<file path="config.mk">
export PLATFORM = sky130hd
export DESIGN_NAME = calc_regfile
export DESIGN_NICKNAME = d
export VERILOG_FILES = /design/src/rtl/calc_regfile.sv
export SDC_FILE = /design/constraint.sdc
export NUM_CORES = 1
export LEC_CHECK = 0
export ABC_AREA = 0
export CORE_ASPECT_RATIO = 1.4
export CORE_MARGIN = 2
export CORE_UTILIZATION = 45
export CTS_CLUSTER_DIAMETER = 80
export DETAILED_ROUTE_END_ITERATION = 10
export PLACE_DENSITY = 0.73
export SLEW_MARGIN = 5
export SYNTH_ARGS = -nofsm -noshare
export SYNTH_HDL_FRONTEND = slang
export SYNTH_SLANG_ARGS = --single-unit
</file>
<file path="constraint.sdc">
create_clock -name clk -period 1.4 [get_ports clk]
set_input_delay 0.28 -clock clk [delete_from_list [all_inputs] [get_ports clk]]
set_output_delay 0.28 -clock clk [all_outputs]
set_load 0.05 [all_outputs]
</file>
<file path="src/rtl/calc_regfile.sv">
// Calculator register file: 2**AW x DW, one write port, two gated read ports.
// Per-entry valid bits, write bypass, optional registered read, clear sweep.
module calc_regfile #(
  parameter int DW       = 3,
  parameter int AW       = 2,
  parameter int READ_REG = 0
) (
  input  logic          clk,
  input  logic          rst_n,
  input  logic          rea,
  input  logic [AW-1:0] raa,
  input  logic          reb,
  input  logic [AW-1:0] rab,
  input  logic          we,
  input  logic [AW-1:0] wa,
  input  logic [DW-1:0] din,
  input  logic          clr,
  output logic          busy,
  output logic [DW-1:0] douta,
  output logic [DW-1:0] doutb,
  output logic          va,
  output logic          vb
);

  localparam int DEPTH = 1 << AW;

  typedef enum logic {
    IDLE,
    CLEAR
  } state_t;

  state_t          r_state;
  logic [AW-1:0]   r_ptr;
  logic            r_busy;
  logic [DW-1:0]   r_mem [DEPTH];
  logic [DEPTH-1:0] r_valid;

  logic            w_wr;
  logic [DW-1:0]   w_rda;
  logic [DW-1:0]   w_rdb;
  logic            w_rva;
  logic            w_rvb;

  // Writes are only accepted outside the sweep; dropped, never deferred.
  assign w_wr = we && !r_busy;
  assign busy = r_busy;

  always_ff @(posedge clk or negedge rst_n) begin
    if (!rst_n) begin
      r_state <= IDLE;
      r_ptr   <= '0;
      r_busy  <= 1'b0;
    end else begin
      unique case (r_state)
        IDLE: begin
          if (clr) begin
            r_state <= CLEAR;
            r_ptr   <= '0;
            r_busy  <= 1'b1;
          end
        end
        CLEAR: begin
          r_ptr <= r_ptr + 1'b1;
          if (&r_ptr) begin
            r_state <= IDLE;
            r_busy  <= 1'b0;
          end
        end
      endcase
    end
  end

  always_ff @(posedge clk or negedge rst_n) begin
    if (!rst_n) begin
      for (int i = 0; i < DEPTH; i++) begin
        r_mem[i] <= '0;
      end
      r_valid <= '0;
    end else if (r_busy) begin
      r_mem[r_ptr]   <= '0;
      r_valid[r_ptr] <= 1'b0;
    end else if (w_wr) begin
      r_mem[wa]   <= din;
      r_valid[wa] <= 1'b1;
    end
  end

  always_comb begin
    w_rda = '0;
    w_rva = 1'b0;
    if (rea) begin
      if (w_wr && (wa == raa)) begin
        w_rda = din;
        w_rva = 1'b1;
      end else begin
        w_rda = r_mem[raa];
        w_rva = r_valid[raa];
      end
    end
  end

  always_comb begin
    w_rdb = '0;
    w_rvb = 1'b0;
    if (reb) begin
      if (w_wr && (wa == rab)) begin
        w_rdb = din;
        w_rvb = 1'b1;
      end else begin
        w_rdb = r_mem[rab];
        w_rvb = r_valid[rab];
      end
    end
  end

  generate
    if (READ_REG != 0) begin : g_rreg
      logic [DW-1:0] r_douta;
      logic [DW-1:0] r_doutb;
      logic          r_va;
      logic          r_vb;

      always_ff @(posedge clk or negedge rst_n) begin
        if (!rst_n) begin
          r_douta <= '0;
          r_doutb <= '0;
          r_va    <= 1'b0;
          r_vb    <= 1'b0;
        end else begin
          r_douta <= w_rda;
          r_doutb <= w_rdb;
          r_va    <= w_rva;
          r_vb    <= w_rvb;
        end
      end

      assign douta = r_douta;
      assign doutb = r_doutb;
      assign va    = r_va;
      assign vb    = r_vb;
    end else begin : g_rcomb
      assign douta = w_rda;
      assign doutb = w_rdb;
      assign va    = w_rva;
      assign vb    = w_rvb;
    end
  endgenerate

endmodule

</file>
==> summary by stage <==
Layout
Of the cells placed in the final design, the portion with a size suffix greater than 1 is 0.492. The number of antenna diodes is 0. Summing all non-filler instances in the final layout gives an area of 0.00223 mm2.

Relative to the synthesized area, the layout overhead comes to 62.9%. The layout has 169 filler cells. After the flow finishes, the layout carries non-filler instances totaling 218. The final layout net count is 201.

Synthesis
The number of flip-flops and latches in the synthesized netlist is 20. The multiplexer share of the synthesized area is 0.169. Synthesis produced between 100 and 150 cells. For this run, the register share of the synthesized area comes to 0.366. The fraction of registers with async set/reset is 1.00. The most frequent cell after synthesis is sky130_fd_sc_hd__nand2_1. In the synthesized netlist the dominant register cell turns out to be sky130_fd_sc_hd__dfrtp_1. The number of distinct standard cells referenced by the synthesized netlist is 27. Yosys attributes the largest share of cell area to sky130_fd_sc_hd__dfrtp_1 37%, sky130_fd_sc_hd__mux4_2 13%, sky130_fd_sc_hd__nand2_1 7.4%, sky130_fd_sc_hd__ha_1 3.7%, sky130_fd_sc_hd__o21ai_0 3.7%. The synthesized cell area is 0.00137 mm2. The mean area per synthesized cell is 10.4 um2. By count the netlist is led by 27 x sky130_fd_sc_hd__nand2_1, 20 x sky130_fd_sc_hd__dfrtp_1, 10 x sky130_fd_sc_hd__o21ai_0.

The compound-cell area share of the yosys netlist is 0.142. The largest area contributor in the synthesized netlist is sky130_fd_sc_hd__dfrtp_1. The number of warnings reported in the yosys synthesis log is 0. The basic-gate share of the synthesized area counting and, or, nand and nor cells is 0.177. The proportion of netlist area held by the largest area contributor is 0.366. Yosys mapped a number of flops with a built-in enable equal to 0.

By area, the combinational part of the netlist is dominated by simple AND/OR/NAND/NOR gates. The adder and majority cell fraction of the synthesized area is 0.0366. Of the total synthesized cell area, the portion taken by XOR and XNOR cells is 0.0513. The synthesized net count is 150.

Global routing
The wire length of the first global-routing pass is 6760 um. The overall routing resource usage is 0.261. Entering global routing, the biggest net connects 21 pins. The via count of the first global-routing pass is 1,327. After global routing the overflow that remains totals 0. The number of antenna violations at the first check in global routing was 0.

Critical path
Measured in cells, the most critical reg-to-reg path has a length of 5. The standard cell with the maximum stage delay on the critical path is sky130_fd_sc_hd__mux4_2. The endpoint class of the critical path is an output port. In this run the critical register-to-register path is captured at r_mem[7]. The required time of the critical path is 1120 ps. The kind of critical path is flip-flop to output port. In this run the critical register-to-register path is launched from busy. In this run the number of cells on the critical path is 3. The critical path's top delay family is multiplexers. The largest single stage delay on the critical path is 520 ps. The critical path starts at r_valid[1]. The critical path goes through mux4_2 > o21a_4 > buf_8. Data arrives at the worst endpoint at 1590 ps. Setup slack on the worst reg-to-reg path comes out at -280 ps. In this run the worst setup path terminates at va. The count of buffering cells on the critical path with inverters included is 1. The worst-path maximum fanout is 3.

The worst setup path is launched from a flip-flop.

Route
The number of vias per cell after detailed routing is 5.70. The first TritonRoute pass finished after 4 iterations. In this run, the number of DRC markers left after iteration 0 of detailed routing was 33. Summing over every cut layer, the via total after detailed routing is between 1,000 and 1,500.

In the final routed layout, each cell accounts on average for 19.4 um. The number of DRC violations after detailed routing is 0. After detailed routing, the total wire length is between 4000 and 5000 um. The remaining antenna violation count is 0.

Placement
The post-placement cell area is 0.00195 mm2. Summed over all nets, the half-perimeter wirelength after detailed placement is 2990 um. The number of instances in the placed design is 205. The congestion estimate from routability-driven global placement came to between 0.8 and 0.9. The number of I/O port buffers is 23.

CTS
The clock tree from TritonCTS is yes. The clock drives 20 sinks. TritonCTS created 3 clock buffers.

The root buffer cell chosen for the clock tree is sky130_fd_sc_hd__clkbuf_8. The insertion delay of the later-clocked pin in the worst-skew pair is 260 ps. The H-tree level count is 1.

After clock tree synthesis, the clock-pin slew on the worst setup and hold paths is 70 ps. The maximum buffer depth of the clock tree is 2.

Pwr
Of the total power, the share spent switching nets is 0.416. The switching component of the power is roughly 1.5 mW. After layout, the design draws a total of 3.72 mW. The worst vdd rail ir drop is 1.23 mV. The leakage power figure is 0.965 nW.

The share of total power dissipated in the clock network is 0.103. The internal power summed over all cells is approximately 2.2 mW. Of the total power, combinational logic draws 0.596. The relative contribution of sequential cells to total power is 0.301.

For this design the ratio of total power to cell area is 1670 mW/mm2.

STA
The final count of pins violating max slew is 0. At the pin with the least slew margin, the transition time is 344 ps. Setup slack on the critical path of the routed design comes to -471 ps.

The post-route clock skew is 9.94 ps. Setup repair after global routing could not meet its margin everywhere. Setup violations remaining at the end of the flow were counted as 12. The peak clock frequency supported by timing is ~0.53 GHz. The worst slew slack as a fraction of its limit is 0.770. After layout, the minimum clock period comes to 1870 ps. Setup total negative slack on the finished layout was measured at -4340 ps.

The number of hold-slack violations in the final timing report is 0. The share of the clock period used by the worst path is 1.34.

Floorplan
The overall die width is 50.6 um. The site row count is 23. The effective utilization at floorplan is 0.475. The core region is 0.00288 mm2. During I/O placement, the number of pins put on the boundary was 24. The die is 69.2 um tall.

The die area is 0.00350 mm2.

Run
The max-capacitance violation count is 0.

Status
The final reports fail on setup timing. The flow ran to the end, but the final reports show violations.

Worst hold path
The min-delay analysis places its worst path in the category input pin to asynchronous set/reset pin.
[what timing repair did]
item / in CTS / in global routing
endpoints found under the setup margin: 20 / 12
cloned: 0 / 1
pin swaps: 8 / 8
hold buffers: 0 / 0
gates resized for setup: 34 / 9
setup buffers: 4 / 4
[per-stage QoR]
stage               hold WS (ps)  utilization  setup WS (ps)
floorplan                  -15.6            -           -314
global placement             506        0.679           -755
detailed placement           524        0.679           -795
CTS                          347        0.745           -434
global route                 391        0.773           -482
finish                       345        0.773           -471
[flip-flops by register name, summed over array words and instances, names as in the netlist]
signal and count:
r_state 1, r_valid 4, r_ptr 2, r_mem 12
busy 1
[how the worst min path moves through the flow]
stage / startpoint / end / slack [ps] / depth (start not counted)
after CTS: rst_n / r_mem[11] / 350 / 2
after floorplan: rst_n / busy / -20 / 0
after global routing: rst_n / r_mem[7] / 390 / 2
after detailed placement: r_valid[0] / r_valid[0] / 520 / 1
final: rst_n / r_mem[7] / 350 / 2
after global placement: r_valid[0] / r_valid[0] / 510 / 1
[logic make-up after synthesis]
logic type               count (synthesis)
AND/OR/NAND/NOR                         42
AO/OA/AOI/OAI                           29
flip-flops                              20
buffers and inverters                   15
multiplexers                            13
XOR/XNOR                                 8
adder cells (fa/ha/maj)                  4
[placed cells by master (no fill, tap or decap), types with 2 or more instances in the layout]
| cell | Yosys | final |
|---|---|---|
| sky130_fd_sc_hd__o21ai_0 | 10 | 10 |
| sky130_fd_sc_hd__clkdlybuf4s50_1 | 0 | 7 |
| sky130_fd_sc_hd__xnor2_2 | 0 | 4 |
| sky130_fd_sc_hd__nand4_1 | 6 | 6 |
| sky130_fd_sc_hd__ha_1 | 4 | 4 |
| sky130_fd_sc_hd__buf_12 | 0 | 7 |
| sky130_fd_sc_hd__clkbuf_8 | 0 | 3 |
| sky130_fd_sc_hd__buf_4 | 0 | 30 |
| sky130_fd_sc_hd__a21o_1 | 4 | 4 |
| sky130_fd_sc_hd__a21boi_4 | 0 | 6 |
| sky130_fd_sc_hd__inv_1 | 6 | 6 |
| sky130_fd_sc_hd__o31ai_4 | 0 | 6 |
| sky130_fd_sc_hd__nor3_4 | 0 | 2 |
| sky130_fd_sc_hd__buf_8 | 0 | 2 |
| sky130_fd_sc_hd__mux2i_1 | 4 | 4 |
| sky130_fd_sc_hd__o21a_4 | 0 | 2 |
| sky130_fd_sc_hd__mux4_2 | 8 | 8 |
| sky130_fd_sc_hd__xor2_4 | 0 | 3 |
| sky130_fd_sc_hd__nand2_1 | 27 | 27 |
| sky130_fd_sc_hd__dfrtp_1 | 20 | 19 |
| sky130_fd_sc_hd__clkdlybuf4s15_2 | 0 | 4 |
[worst register-to-register path, delay by kind of cell, from the launching register on]
family	cells	cell delay, ps
multiplexers	1	280
buffers and inverters	2	300
AND/OR/NAND/NOR	2	580
flip-flops	1	440
[per-layer routing]
| metal | share of wire | up-vias | global-route usage | wire (um) |
|---|---|---|---|---|
| li1 | - | 568 | - | - |
| met1 | 0.34 | 615 | 0.283 | 1430 |
| met2 | 0.59 | 44 | 0.482 | 2490 |
| met3 | 0.031 | 15 | 0.0216 | 133 |
| met4 | 0.042 | 0 | 0.141 | 178 |
| met5 | 0 | - | 0 | 0 |
[power groups by stage]
| stage | logic (mW) | registers (mW) | clock network [mW] |
|---|---|---|---|
| CTS | 2.06 | 1.09 | 0.399 |
| finish | 2.22 | 1.12 | 0.382 |
| global placement | 1.83 | 1.08 | 0 |
| global route | 2.35 | 1.15 | 0.424 |
| floorplan | 1.23 | 1.06 | 0 |
| detailed placement | 1.89 | 1.11 | 0 |
[layout make-up]
type | count | area (um2) | share of cell area
multi-input combinational | 97 | 1070 | 0.481
timing repair buffer | 54 | 541 | 0.243
sequential | 20 | 502 | 0.225
tap | 37 | 46.3 | 0.0208
clock buffer | 4 | 45.0 | 0.0202
inverter | 6 | 22.5 | 0.0101
Note: power is estimated with default switching activity, not from simulation.
